[config.mk]
export PLATFORM = sky130hd
export DESIGN_NAME = bus_watchdog_flat
export DESIGN_NICKNAME = d
export VERILOG_FILES = /design/src/rtl/bus_watchdog_if.sv /design/src/rtl/bus_watchdog.sv /design/src/flat_wrapper.sv
export SDC_FILE = /design/constraint.sdc
export NUM_CORES = 1
export LEC_CHECK = 0
export BUFFER_PORTS_ARGS = -buffer_cell sky130_fd_sc_hd__buf_2
export CAP_MARGIN = 40
export CORE_ASPECT_RATIO = 1.25
export CORE_MARGIN = 2
export CORE_UTILIZATION = 40
export CTS_CLUSTER_SIZE = 10
export DETAILED_ROUTE_END_ITERATION = 7
export GPL_ROUTABILITY_DRIVEN = 0
export GPL_TIMING_DRIVEN = 0
export PLACE_DENSITY_LB_ADDON = 0.15
export SLEW_MARGIN = 5
export SYNTH_ARGS = -nofsm -noshare
export SYNTH_HDL_FRONTEND = slang
export SYNTH_SLANG_ARGS = --single-unit
[constraint.sdc]
create_clock -name clk -period 5.06 [get_ports clk]
set_clock_uncertainty 0.2 [all_clocks]
set_input_delay 1.012 -clock clk [delete_from_list [all_inputs] [get_ports clk]]
set_output_delay 1.012 -clock clk [all_outputs]
set_load 0.1 [all_outputs]
[src/rtl/bus_watchdog_if.sv]
// 68000 bus signals seen by the bus-cycle watchdog: strobes, termination,
// direction and address in from the CPU/decoder side, BERR back to the CPU.
interface bus_watchdog_if #(
  parameter int ADDR_W = 23
);
  logic              as;
  logic              dtack;
  logic              vpa;
  logic              rw;
  logic [ADDR_W-1:0] addr;
  logic              berr;

  modport master (
    output as, dtack, vpa, rw, addr,
    input  berr
  );

  modport slave (
    input  as, dtack, vpa, rw, addr,
    output berr
  );
endinterface

[src/rtl/bus_watchdog.sv]
// Bus-cycle watchdog: asserts BERR when a started 68000 cycle sees no DTACK/VPA
// within TIMEOUT clocks, and latches the faulting address/direction.
module bus_watchdog #(
  parameter int TIMEOUT = 64,
  parameter int ADDR_W  = 23
) (
  input  logic              clk,
  input  logic              reset,
  input  logic              enable,
  input  logic              clr_fault,
  bus_watchdog_if.slave     bus,
  output logic              fault,
  output logic [ADDR_W-1:0] fault_addr,
  output logic              fault_rw,
  output logic [7:0]        fault_count
);

  localparam int CNT_W = (TIMEOUT > 2) ? $clog2(TIMEOUT) : 1;
  localparam logic [CNT_W-1:0] CNT_LAST = CNT_W'(TIMEOUT - 1);

  localparam logic [1:0] IDLE   = 2'd0;
  localparam logic [1:0] ARMED  = 2'd1;
  localparam logic [1:0] DONE   = 2'd2;
  localparam logic [1:0] BERR_S = 2'd3;

  logic [1:0]       state, state_nxt;
  logic [CNT_W-1:0] cnt, cnt_nxt;
  logic             term;
  logic             to_berr;

  function automatic logic [7:0] sat_inc8(input logic [7:0] v);
    return (v == 8'hFF) ? v : v + 8'd1;
  endfunction

  always_comb begin
    term      = !bus.dtack || !bus.vpa;
    state_nxt = state;
    cnt_nxt   = '0;
    to_berr   = 1'b0;
    case (state)
      IDLE: begin
        if (!bus.as && enable) state_nxt = term ? DONE : ARMED;
      end
      ARMED: begin
        // termination outranks abort/disable, which outrank the timeout
        if (term)                state_nxt = DONE;
        else if (bus.as)         state_nxt = IDLE;
        else if (!enable)        state_nxt = IDLE;
        else if (cnt == CNT_LAST) begin
          state_nxt = BERR_S;
          to_berr   = 1'b1;
        end else                 cnt_nxt = cnt + 1'b1;
      end
      DONE: begin
        if (bus.as) state_nxt = IDLE;
      end
      BERR_S: begin
        if (bus.as) state_nxt = IDLE;
      end
      default: state_nxt = IDLE;
    endcase
  end

  always_ff @(posedge clk or negedge reset) begin
    if (!reset) begin
      state    <= IDLE;
      cnt      <= '0;
      bus.berr <= 1'b1;
    end else begin
      state    <= state_nxt;
      cnt      <= cnt_nxt;
      bus.berr <= (state_nxt != BERR_S);
    end
  end

  // a timeout on the same edge as clr_fault restarts the tally at one
  always_ff @(posedge clk or negedge reset) begin
    if (!reset) begin
      fault       <= 1'b0;
      fault_count <= 8'd0;
      fault_addr  <= '0;
      fault_rw    <= 1'b1;
    end else if (to_berr) begin
      fault       <= 1'b1;
      fault_count <= clr_fault ? 8'd1 : sat_inc8(fault_count);
      fault_addr  <= bus.addr;
      fault_rw    <= bus.rw;
    end else if (clr_fault) begin
      fault       <= 1'b0;
      fault_count <= 8'd0;
    end
  end

endmodule

[src/flat_wrapper.sv]
// flat-port wrapper written by rule: the top's interface ports become plain ports
module bus_watchdog_flat 
#(
  parameter int TIMEOUT = 64,
  parameter int ADDR_W  = 23
)
  (clk, reset, enable, clr_fault, fault, fault_addr, fault_rw, fault_count, bus_as, bus_dtack, bus_vpa, bus_rw, bus_addr, bus_berr);
  bus_watchdog_if #(.ADDR_W(ADDR_W)) bus_i ();
  input  logic clk;
  input  logic reset;
  input  logic enable;
  input  logic clr_fault;
  output logic fault;
  output logic [ADDR_W-1:0] fault_addr;
  output logic fault_rw;
  output logic [7:0] fault_count;
  input wire logic [$bits(bus_i.as)-1:0] bus_as;
  input wire logic [$bits(bus_i.dtack)-1:0] bus_dtack;
  input wire logic [$bits(bus_i.vpa)-1:0] bus_vpa;
  input wire logic [$bits(bus_i.rw)-1:0] bus_rw;
  input wire logic [$bits(bus_i.addr)-1:0] bus_addr;
  output wire logic [$bits(bus_i.berr)-1:0] bus_berr;
  assign bus_i.as = bus_as;
  assign bus_i.dtack = bus_dtack;
  assign bus_i.vpa = bus_vpa;
  assign bus_i.rw = bus_rw;
  assign bus_i.addr = bus_addr;
  assign bus_berr = bus_i.berr;
  bus_watchdog #(.TIMEOUT(TIMEOUT), .ADDR_W(ADDR_W)) u_core (.clk(clk), .reset(reset), .enable(enable), .clr_fault(clr_fault), .bus(bus_i), .fault(fault), .fault_addr(fault_addr), .fault_rw(fault_rw), .fault_count(fault_count));
endmodule
==> results.yml, run 1 <==
power_and_ir_drop:
  fin_total_pwr_uw: 585
  peakVddDrop_uv: 123
  p_leak_uw: 0.00126
  power_density_mw_per_mm2: 254
clocking:
  cts_hold_buf: 0
  clk_latency_ns: 0.29
  clkTransAtPathRegs_ns: 0.08
  clk_path_buf_depth: 2
  cts_setup_buffers: 0
  cts-root-buf: "clkbuf_8"
  cts_tree: "built"
  postCtsResizedCells: 0
  cts_buffers: 5
  numClockSinks: 42
  htreeDepth: 2
routing:
  vias_per_cell: 4.88
  vias: 1595
  dr.pass1.iters: 4
  routedWlPerCell_um: 11.8
  ant_nets: 0
  drc: 0
  drt_wl_total_um: 3860
  drtIter0Drc: 72
setup_path:
  end_kind: "flop"
  arrival_ns: 2.98
  cp.required_ns: 5.09
  startpoint_type: "input port"
  path_class: "in -> reg"
  crit_fanout: 10
finish:
  drive_above_1_share_pct: 29.0
  syn_to_final_growth_pct: 28.0
  layout_common_cells: "78 x nand2_1, 63 x buf_2, 40 x dfrtp_1"
  multi_input_area_um2: 691
  n_fill_cell: 425
  nNetsFinal: 301
  seq_area_mm2: 0.00105
  final_common_cell: "nand2_1"
  antenna_cells: 0
synthesis:
  synth_compound_area_share_pct: 7.87
  async_flop_share_pct: 100
  netlist.area_leader.share_pct: 55.7
  synthMuxAreaShare_pct: 0
  synth_edf_count: 0
  synth_area_leaders: "dfrtp_1 56%, nand2_1 16%, dfstp_2 2.9%, nor2_1 2.7%, a21oi_1 2.5%"
  synth-simple-area-share_pct: 27.2
  postSynthCellCount: 197
  synth_top_flop_cell: "dfrtp_1"
  synth_cell_type_count: 33
  synth_area_per_cell_um2: 9.12
  synthAdderAreaFrac_pct: 1.39
  synth_top_family_by_area: "simple AND/OR/NAND/NOR gates"
  yosysWarnings: 0
  seq_area_frac_synth_pct: 58.6
  synth_seq_cells: 42
  synth_xor_area_share_pct: 1.95
  syn_nets: 230
  syn-cell-area_mm2: 0.00180
  yosysTopAreaCell: "dfrtp_1"
grt:
  grt.total_usage_pct: 17.2
  antenna_found_initial: 0
  grt_pass1_wl_um: 6810
  grt_start_max_net_pins: 33
  grt_pass1_vias: 1548
  gr-total-overflow: 0
timing:
  worst_slack_ns: 2.11
  fin_crit_sh_pct: 58.3
  max_freq_mhz: 339
  rsz0062_at_grt: "false"
  hold-worst-slack_ns: 0.267
  worst_slew_pin_slew_ns: 0.489
  drv_slew: 0
  layout_min_cycle_time_ns: 2.95
  slew-limit-headroom_pct: 67.1
  finalHoldViolCount: 0
  fin_setup_tns_ns: 0
  setup_violations: 0
placed_design:
  dp_hpwl_um: 2860
  io_buffer_count: 63
  dp_slack_ns: 1.74
floorplanning:
  pin_count: 65
  die_h_um: 78.9
  die_area_mm2: 0.00505
  coreArea_mm2: 0.00436
  initial_core_util_pct: 41.2
  rows: 27
  die_width_um: 63.9
outcome:
  outcome: "complete, no violations"
flow_run:
  drv_cap: 0
min_path:
  hold_class: "reg -> reg"
-- sequential cells by signal, summed over array words and instances, names as in the netlist --
register / flops
u_core.cnt: 6
u_core.bus.berr: 1
u_core.fault_rw: 1
u_core.state: 2
u_core.fault: 1
u_core.fault_count: 8
u_core.fault_addr: 23
-- cell usage after synthesis, types with 3 or more instances --
library cell,n
nand2_1,78
nor2_1,13
dfrtp_1,40
o21ai_0,5
nor4_1,3
nand3_1,7
inv_1,4
clkbuf_1,6
a21oi_1,9
-- per-stage QoR --
step                utilization (%)  instance area, µm²  instances
floorplan                         -                1800        197
global placement               50.1                2180        318
detailed placement             50.6                2200        319
CTS                            52.8                2300        327
global route                   52.8                2300        327
finish                         52.8                2300        327
-- worst paths after layout --
path / endpoint / startpoint / depth (start not counted) / slack [ns]
worst min register to register: u_core.fault_rw / u_core.fault_rw / 2 / 0.27
worst max-delay path: u_core.fault_addr[20] / bus_as / 7 / 2.11
min in group asynchronous: u_core.fault_count[2] / reset / 1 / 0.39
worst min-delay path: u_core.fault_rw / u_core.fault_rw / 2 / 0.27
max in group asynchronous: u_core.fault_rw / reset / 2 / 3.76
worst max register to register: u_core.fault_addr[20] / u_core.state[1] / 6 / 2.50
-- area by class of cell --
class	instances	area share (%)
clock inverters	2	0.544
clock buffers	6	3.59
well taps	58	3.16
plain buffers	8	1.63
repair buffers	64	14.6
flip-flops and latches	42	45.8
inverters	4	0.653
multi-input cells	143	30.0
-- cells by family (layout without fill, tap and decap cells) --
logic type      Yosys count  count (layout)
buf+inv                  12              84
xor+xnor                  4               4
flops                    42              42
fa+ha+maj                 2               2
simple gates            114             114
compound gates           23              23
-- layer usage --
layer	up-vias	track usage (%)	share of wire (%)
met5	-	0	0
met4	0	6.52	1.6
met3	7	5.38	5.5
met2	45	29.3	51
met1	754	20.2	42
li1	789	-	-
-- report_power, final --
part / total [µW] / switching (µW) / internal [µW]
Combinational: 25.0 / 13.8 / 11.1
Clock: 222 / 112 / 110
Sequential: 338 / 1.19 / 337
Total: 585 / 127 / 457
-- worst max-delay path, cell delays in order --
cell	delay, ns
buf_2	0.12
or3b_1	0.38
nor4_1	0.48
clkbuf_1	0.39
clkbuf_1	0.41
nand2_1	0.11
nand2_1	0.07
(Power assumes the default switching activity.)
==> inputs of run 2 (changes only) <==
==> constraint.sdc (replaced) <==
create_clock -name clk -period 2.91 [get_ports clk]
set_clock_uncertainty 0.2 [all_clocks]
set_input_delay 0.582 -clock clk [delete_from_list [all_inputs] [get_ports clk]]
set_output_delay 0.582 -clock clk [all_outputs]
set_load 0.1 [all_outputs]
==> run 2 against run 1 <==
Critical path depth shrank 1. Setup slack worse by 1.8 ns. Routed wire length rose by 0.23%. Sequential share of layout area fell by 0.20 points. Die area unchanged. Via count barely moved. Power grew 74%. Sequential cell count unchanged. First-iteration DRC count is 4.2% lower. Critical endpoint unchanged. Largest power group unchanged.
==> results.yml, run 2 (synthesis gave the netlist of run 1 again) <==
finish:
  layoutNonFillerInstCount: 328
  fin_area_mm2: 0.00231
  layout_common_cells: "78 x nand2_1, 63 x buf_2, 40 x dfrtp_1"
  largest_reg_flops: 23
  nNetsFinal: 302
  antenna_cells: 0
  drive_above_1_share_pct: 28.9
  final_common_cell: "nand2_1"
  top_regs: "u_core.fault_addr: 23 flops, u_core.fault_count: 8 flops, u_core.cnt: 6 flops"
  syn_to_final_growth_pct: 28.6
  n_fill_cell: 423
  largest_register: "u_core.fault_addr"
setup_path:
  path_class: "reg -> reg"
  regToRegEndpoint: "u_core.fault_addr[20]"
  crit_fanout: 10
  r2r_cells: 6
  crit-reg2reg-launch: "u_core.state[1]"
  end_kind: "flop"
  r2r_setup_slack_ns: 0.35
  cp.required_ns: 2.94
  startpoint_type: "flop"
  arrival_ns: 2.59
grt:
  grt_pass1_wl_um: 6810
  grt_start_max_net_pins: 33
  antenna_found_initial: 0
  use_met2_pct: 29.3
  grt.total_usage_pct: 17.2
  top_usage_layer: "met2"
  met3_usage_pct: 5.38
  grt_use_met1_pct: 20.2
  gr-total-overflow: 0
  grt_pass1_vias: 1548
floorplanning:
  pin_count: 65
  rows: 27
  die_width_um: 63.9
  initial_core_util_pct: 41.2
  die_h_um: 78.9
  coreArea_mm2: 0.00436
  die_area_mm2: 0.00505
clocking:
  postCtsResizedCells: 0
  cts_buffers: 5
  clk_path_buf_depth: 2
  htreeDepth: 2
  cts_tree: "built"
  cts-root-buf: "clkbuf_8"
  numClockSinks: 42
  clkTransAtPathRegs_ns: 0.08
  clk_latency_ns: 0.29
  cts_setup_buffers: 0
  cts_hold_buf: 1
timing:
  drv_slew: 0
  rsz0062_at_grt: "false"
  finalHoldViolCount: 0
  worst_slew_pin_slew_ns: 0.489
  layout_min_cycle_time_ns: 2.56
  max_freq_mhz: 390
  fin_setup_tns_ns: 0
  slew-limit-headroom_pct: 67.1
  worst_slack_ns: 0.346
  fin_crit_sh_pct: 88.1
  setup_violations: 0
power_and_ir_drop:
  comb_power_share_pct: 4.4
  peakVddDrop_uv: 213
  fin_total_pwr_uw: 1020
  pwr-share-seq_pct: 57.7
  p_leak_uw: 0.00126
  power_density_mw_per_mm2: 441
  switchingPower_uw: 221
  internal_power_uw: 796
  switching_share_pct: 21.8
  clkPwrFrac_pct: 37.9
routing:
  drtIter0Drc: 69
  vias_per_cell: 4.87
  vias: 1596
  dr.pass1.iters: 4
  drc: 0
  ant_nets: 0
  drt_wl_total_um: 3870
  routedWlPerCell_um: 11.8
min_path:
  hold_depth: 2
  min_from: "u_core.fault_rw"
  hold_class: "reg -> reg"
  holdPathEnd: "u_core.fault_rw"
placed_design:
  placed_area_mm2: 0.00220
  io_buffer_count: 63
  dp.cells: 319
  dp_slack_ns: 0.0185
  dp_hpwl_um: 2860
flow_run:
  drv_cap: 0
outcome:
  outcome: "complete, no violations"
run 2: cell count changes in the layout (fill, tap and decap cells not counted), sizes merged:
cell and change:
dlygate4sd3 +1
run 2: critical path, stage by stage (launching register included):
cell      delay, ns
dfrtp_1        0.43
or3b_1         0.42
nor4_1         0.48
clkbuf_1       0.39
clkbuf_1       0.41
nand2_1        0.11
nand2_1        0.07
run 2: layout make-up:
class	count	area, µm²	area share [%]
Inverter	4	15.0	0.650
Multi-Input combinational cell	143	691	29.9
Sequential cell	42	1050	45.6
Buffer	8	37.5	1.63
Clock buffer	6	82.6	3.58
Timing Repair Buffer	65	345	15.0
Tap cell	58	72.6	3.14
Clock inverter	2	12.5	0.542
run 2: how the worst max path moves through the flow:
| stage | startpoint | to | slack [ns] | cells after the start |
|---|---|---|---|---|
| final | u_core.state[1] | u_core.fault_addr[20] | 0.35 | 6 |
| after global routing | u_core.state[1] | u_core.fault_addr[20] | 0.05 | 6 |
| after CTS | u_core.state[1] | u_core.fault_addr[13] | 0.27 | 6 |
| after detailed placement | bus_as | u_core.fault_addr[13] | 0.02 | 7 |
| after global placement | bus_as | u_core.fault_rw | 0.04 | 7 |
| after floorplan | bus_as | u_core.fault_count[4] | 0.41 | 5 |
run 2: power by group through the flow:
| stage | sequential (µW) | clock [µW] | combinational (µW) |
|---|---|---|---|
| after floorplan | 599 | 0 | 6.76 |
| after global placement | 599 | 0 | 41.4 |
| after detailed placement | 599 | 0 | 44.6 |
| after CTS | 587 | 408 | 45.6 |
| after global routing | 588 | 430 | 50.5 |
| final | 587 | 386 | 44.4 |
run 2: routing by layer:
layer | up-vias | part of all wire [%] | wire (µm)
met5 | - | 0 | 0
met4 | 0 | 1.5 | 59
met3 | 5 | 5.3 | 204
met2 | 42 | 51 | 1980
met1 | 758 | 42 | 1630
li1 | 791 | - | -
run 2: through the flow:
stage                     utilization [%]  hold slack (ns)
after floorplan                         -           0.0864
after global placement               50.1            0.247
after detailed placement             50.6            0.252
after CTS                            53.0            0.263
after global routing                 53.0            0.263
final                                53.0            0.267
==> inputs of run 3 (changes only) <==
--- a/config.mk
+++ b/config.mk
@@ -15,6 +15,7 @@
 export GPL_ROUTABILITY_DRIVEN = 0
 export GPL_TIMING_DRIVEN = 0
 export PLACE_DENSITY_LB_ADDON = 0.15
+export RECOVER_POWER = 25
 export SLEW_MARGIN = 5
 export SYNTH_ARGS = -nofsm -noshare
 export SYNTH_HDL_FRONTEND = slang
==> run 3 against run 2 <==
Routed wire length decreased by 0.26%. Sequential share of layout area up 0.35 points. Power down 0.30%. Critical path type unchanged. Largest cell class unchanged. Highest routed layer unchanged.
==> results.yml, run 3 (synthesis gave the netlist of run 1 again) <==
power_and_ir_drop:
  comb_power_share_pct: 4.1
  pwr-share-seq_pct: 57.9
  clkPwrFrac_pct: 38.0
  power_density_mw_per_mm2: 443
  peakVddDrop_uv: 213
  p_leak_uw: 0.00125
  fin_total_pwr_uw: 1010
  switchingPower_uw: 221
  switching_share_pct: 21.8
  internal_power_uw: 793
min_path:
  min_from: "u_core.fault_rw"
  holdPathEnd: "u_core.fault_rw"
  hold_class: "reg -> reg"
  hold_depth: 2
setup_path:
  critPathLaunch: "u_core.state[1]"
  r2r_setup_slack_ns: 0.35
  cpMaxStageDelayCell: "nor4_1"
  arrival_ns: 2.59
  startpoint_type: "flop"
  worstPathCellList: "or3b_1 -> nor4_1 -> clkbuf_1 -> clkbuf_1 -> nand2_1 -> nand2_1"
  regToRegEndpoint: "u_core.fault_addr[20]"
  r2r_cells: 6
  path_class: "reg -> reg"
  crit_fanout: 10
  max_stage_delay_ns: 0.48
  end_kind: "flop"
  crit-reg2reg-launch: "u_core.state[1]"
  cp.required_ns: 2.94
finish:
  largest_register: "u_core.fault_addr"
  layout_common_cells: "78 x nand2_1, 61 x buf_2, 40 x dfrtp_1"
  nNetsFinal: 302
  layoutNonFillerInstCount: 328
  antenna_cells: 0
  syn_to_final_growth_pct: 27.6
  fin_area_mm2: 0.00229
  largest_reg_flops: 23
  drive_above_1_share_pct: 28.1
  final_common_cell: "nand2_1"
  top_regs: "u_core.fault_addr: 23 flops, u_core.fault_count: 8 flops, u_core.cnt: 6 flops"
floorplanning:
  pin_count: 65
  coreArea_mm2: 0.00436
  initial_core_util_pct: 41.2
  die_h_um: 78.9
  die_area_mm2: 0.00505
  die_width_um: 63.9
  rows: 27
routing:
  drt_wl_total_um: 3860
  wl_met3_um: 200
  vias_per_cell: 4.87
  dr.pass1.iters: 4
  drc: 0
  met1_length_um: 1620
  drtIter0Drc: 69
  highest_layer: "met4"
  ant_nets: 0
  routedWlPerCell_um: 11.8
  vias: 1596
  wl_met2_um: 1980
grt:
  gr-total-overflow: 0
  antenna_found_initial: 0
  grt_start_max_net_pins: 33
  grt.total_usage_pct: 17.2
  grt_pass1_wl_um: 6810
  grt_pass1_vias: 1548
timing:
  finalHoldViolCount: 0
  max_freq_mhz: 390
  setup_violations: 0
  layout_min_cycle_time_ns: 2.56
  drv_slew: 0
  fin_setup_tns_ns: 0
  fin_crit_sh_pct: 88.1
  hold-worst-slack_ns: 0.267
  rsz0062_at_grt: "false"
  slew-limit-headroom_pct: 48.8
  worst_slew_pin_slew_ns: 0.768
placed_design:
  dp_hpwl_um: 2860
  dp.cells: 319
  placed_area_mm2: 0.00220
  io_buffer_count: 63
clocking:
  clk_path_buf_depth: 2
  cts-root-buf: "clkbuf_8"
  cts_buffers: 5
  numClockSinks: 42
  cts_tree: "built"
  clk_latency_ns: 0.29
  clkTransAtPathRegs_ns: 0.08
  htreeDepth: 2
outcome:
  outcome: "complete, no violations"
flow_run:
  drv_cap: 0
run 3: changes by cell type in the layout (fill, tap and decap cells not counted), sizes merged:
cell    delta
clkbuf     +3
buf        -3
run 3: how the worst max path moves through the flow:
stage | to | cells past startpoint | slack, ns
final | u_core.fault_addr[20] | 6 | 0.35
after global routing | u_core.fault_addr[20] | 6 | 0.05
after CTS | u_core.fault_addr[13] | 6 | 0.27
after detailed placement | u_core.fault_addr[13] | 7 | 0.02
after global placement | u_core.fault_rw | 7 | 0.04
after floorplan | u_core.fault_count[4] | 5 | 0.41
run 3: worst max-delay path: cells and delay by family, from the launching register on:
kind / cells / cell delay, ns
buf+inv: 2 / 0.80
flops: 1 / 0.43
simple gates: 4 / 1.08
run 3: cell type report:
class                   instances  area, µm²
fillers                       427       2070
flip-flops and latches         42       1050
multi-input cells             143        691
repair buffers                 65        328
clock buffers                   6       82.6
well taps                      58       72.6
plain buffers                   8       37.5
inverters                       4       15.0
clock inverters                 2       12.5
run 3: through the flow:
step	worst slack [ns]	util, %
2_1_floorplan	0.412	-
3_3_place_gp	0.0393	50.1
3_5_place_dp	0.0185	50.6
4_1_cts	0.272	53.0
5_1_grt	0.0498	52.6
6_report	0.346	52.6
run 3: what timing repair did:
action                    4_1_cts  5_1_grt
buffers inserted                0        0
hold buffers                    1        0
resized for setup               0        0
hold endpoints to repair        9        0
run 3: power groups by stage:
| stage | logic (µW) | clock network, µW | registers [µW] |
|---|---|---|---|
| 6_report | 41.3 | 386 | 587 |
| 5_1_grt | 47.4 | 430 | 588 |
| 4_1_cts | 45.6 | 408 | 587 |
| 3_5_place_dp | 44.6 | 0 | 599 |
| 3_3_place_gp | 41.4 | 0 | 599 |
| 2_1_floorplan | 6.76 | 0 | 599 |
run 3: layer usage:
layer	vias up	track usage [%]
li1	792	-
met5	-	0
met3	5	5.38
met4	0	6.52
met1	759	20.2
met2	40	29.3
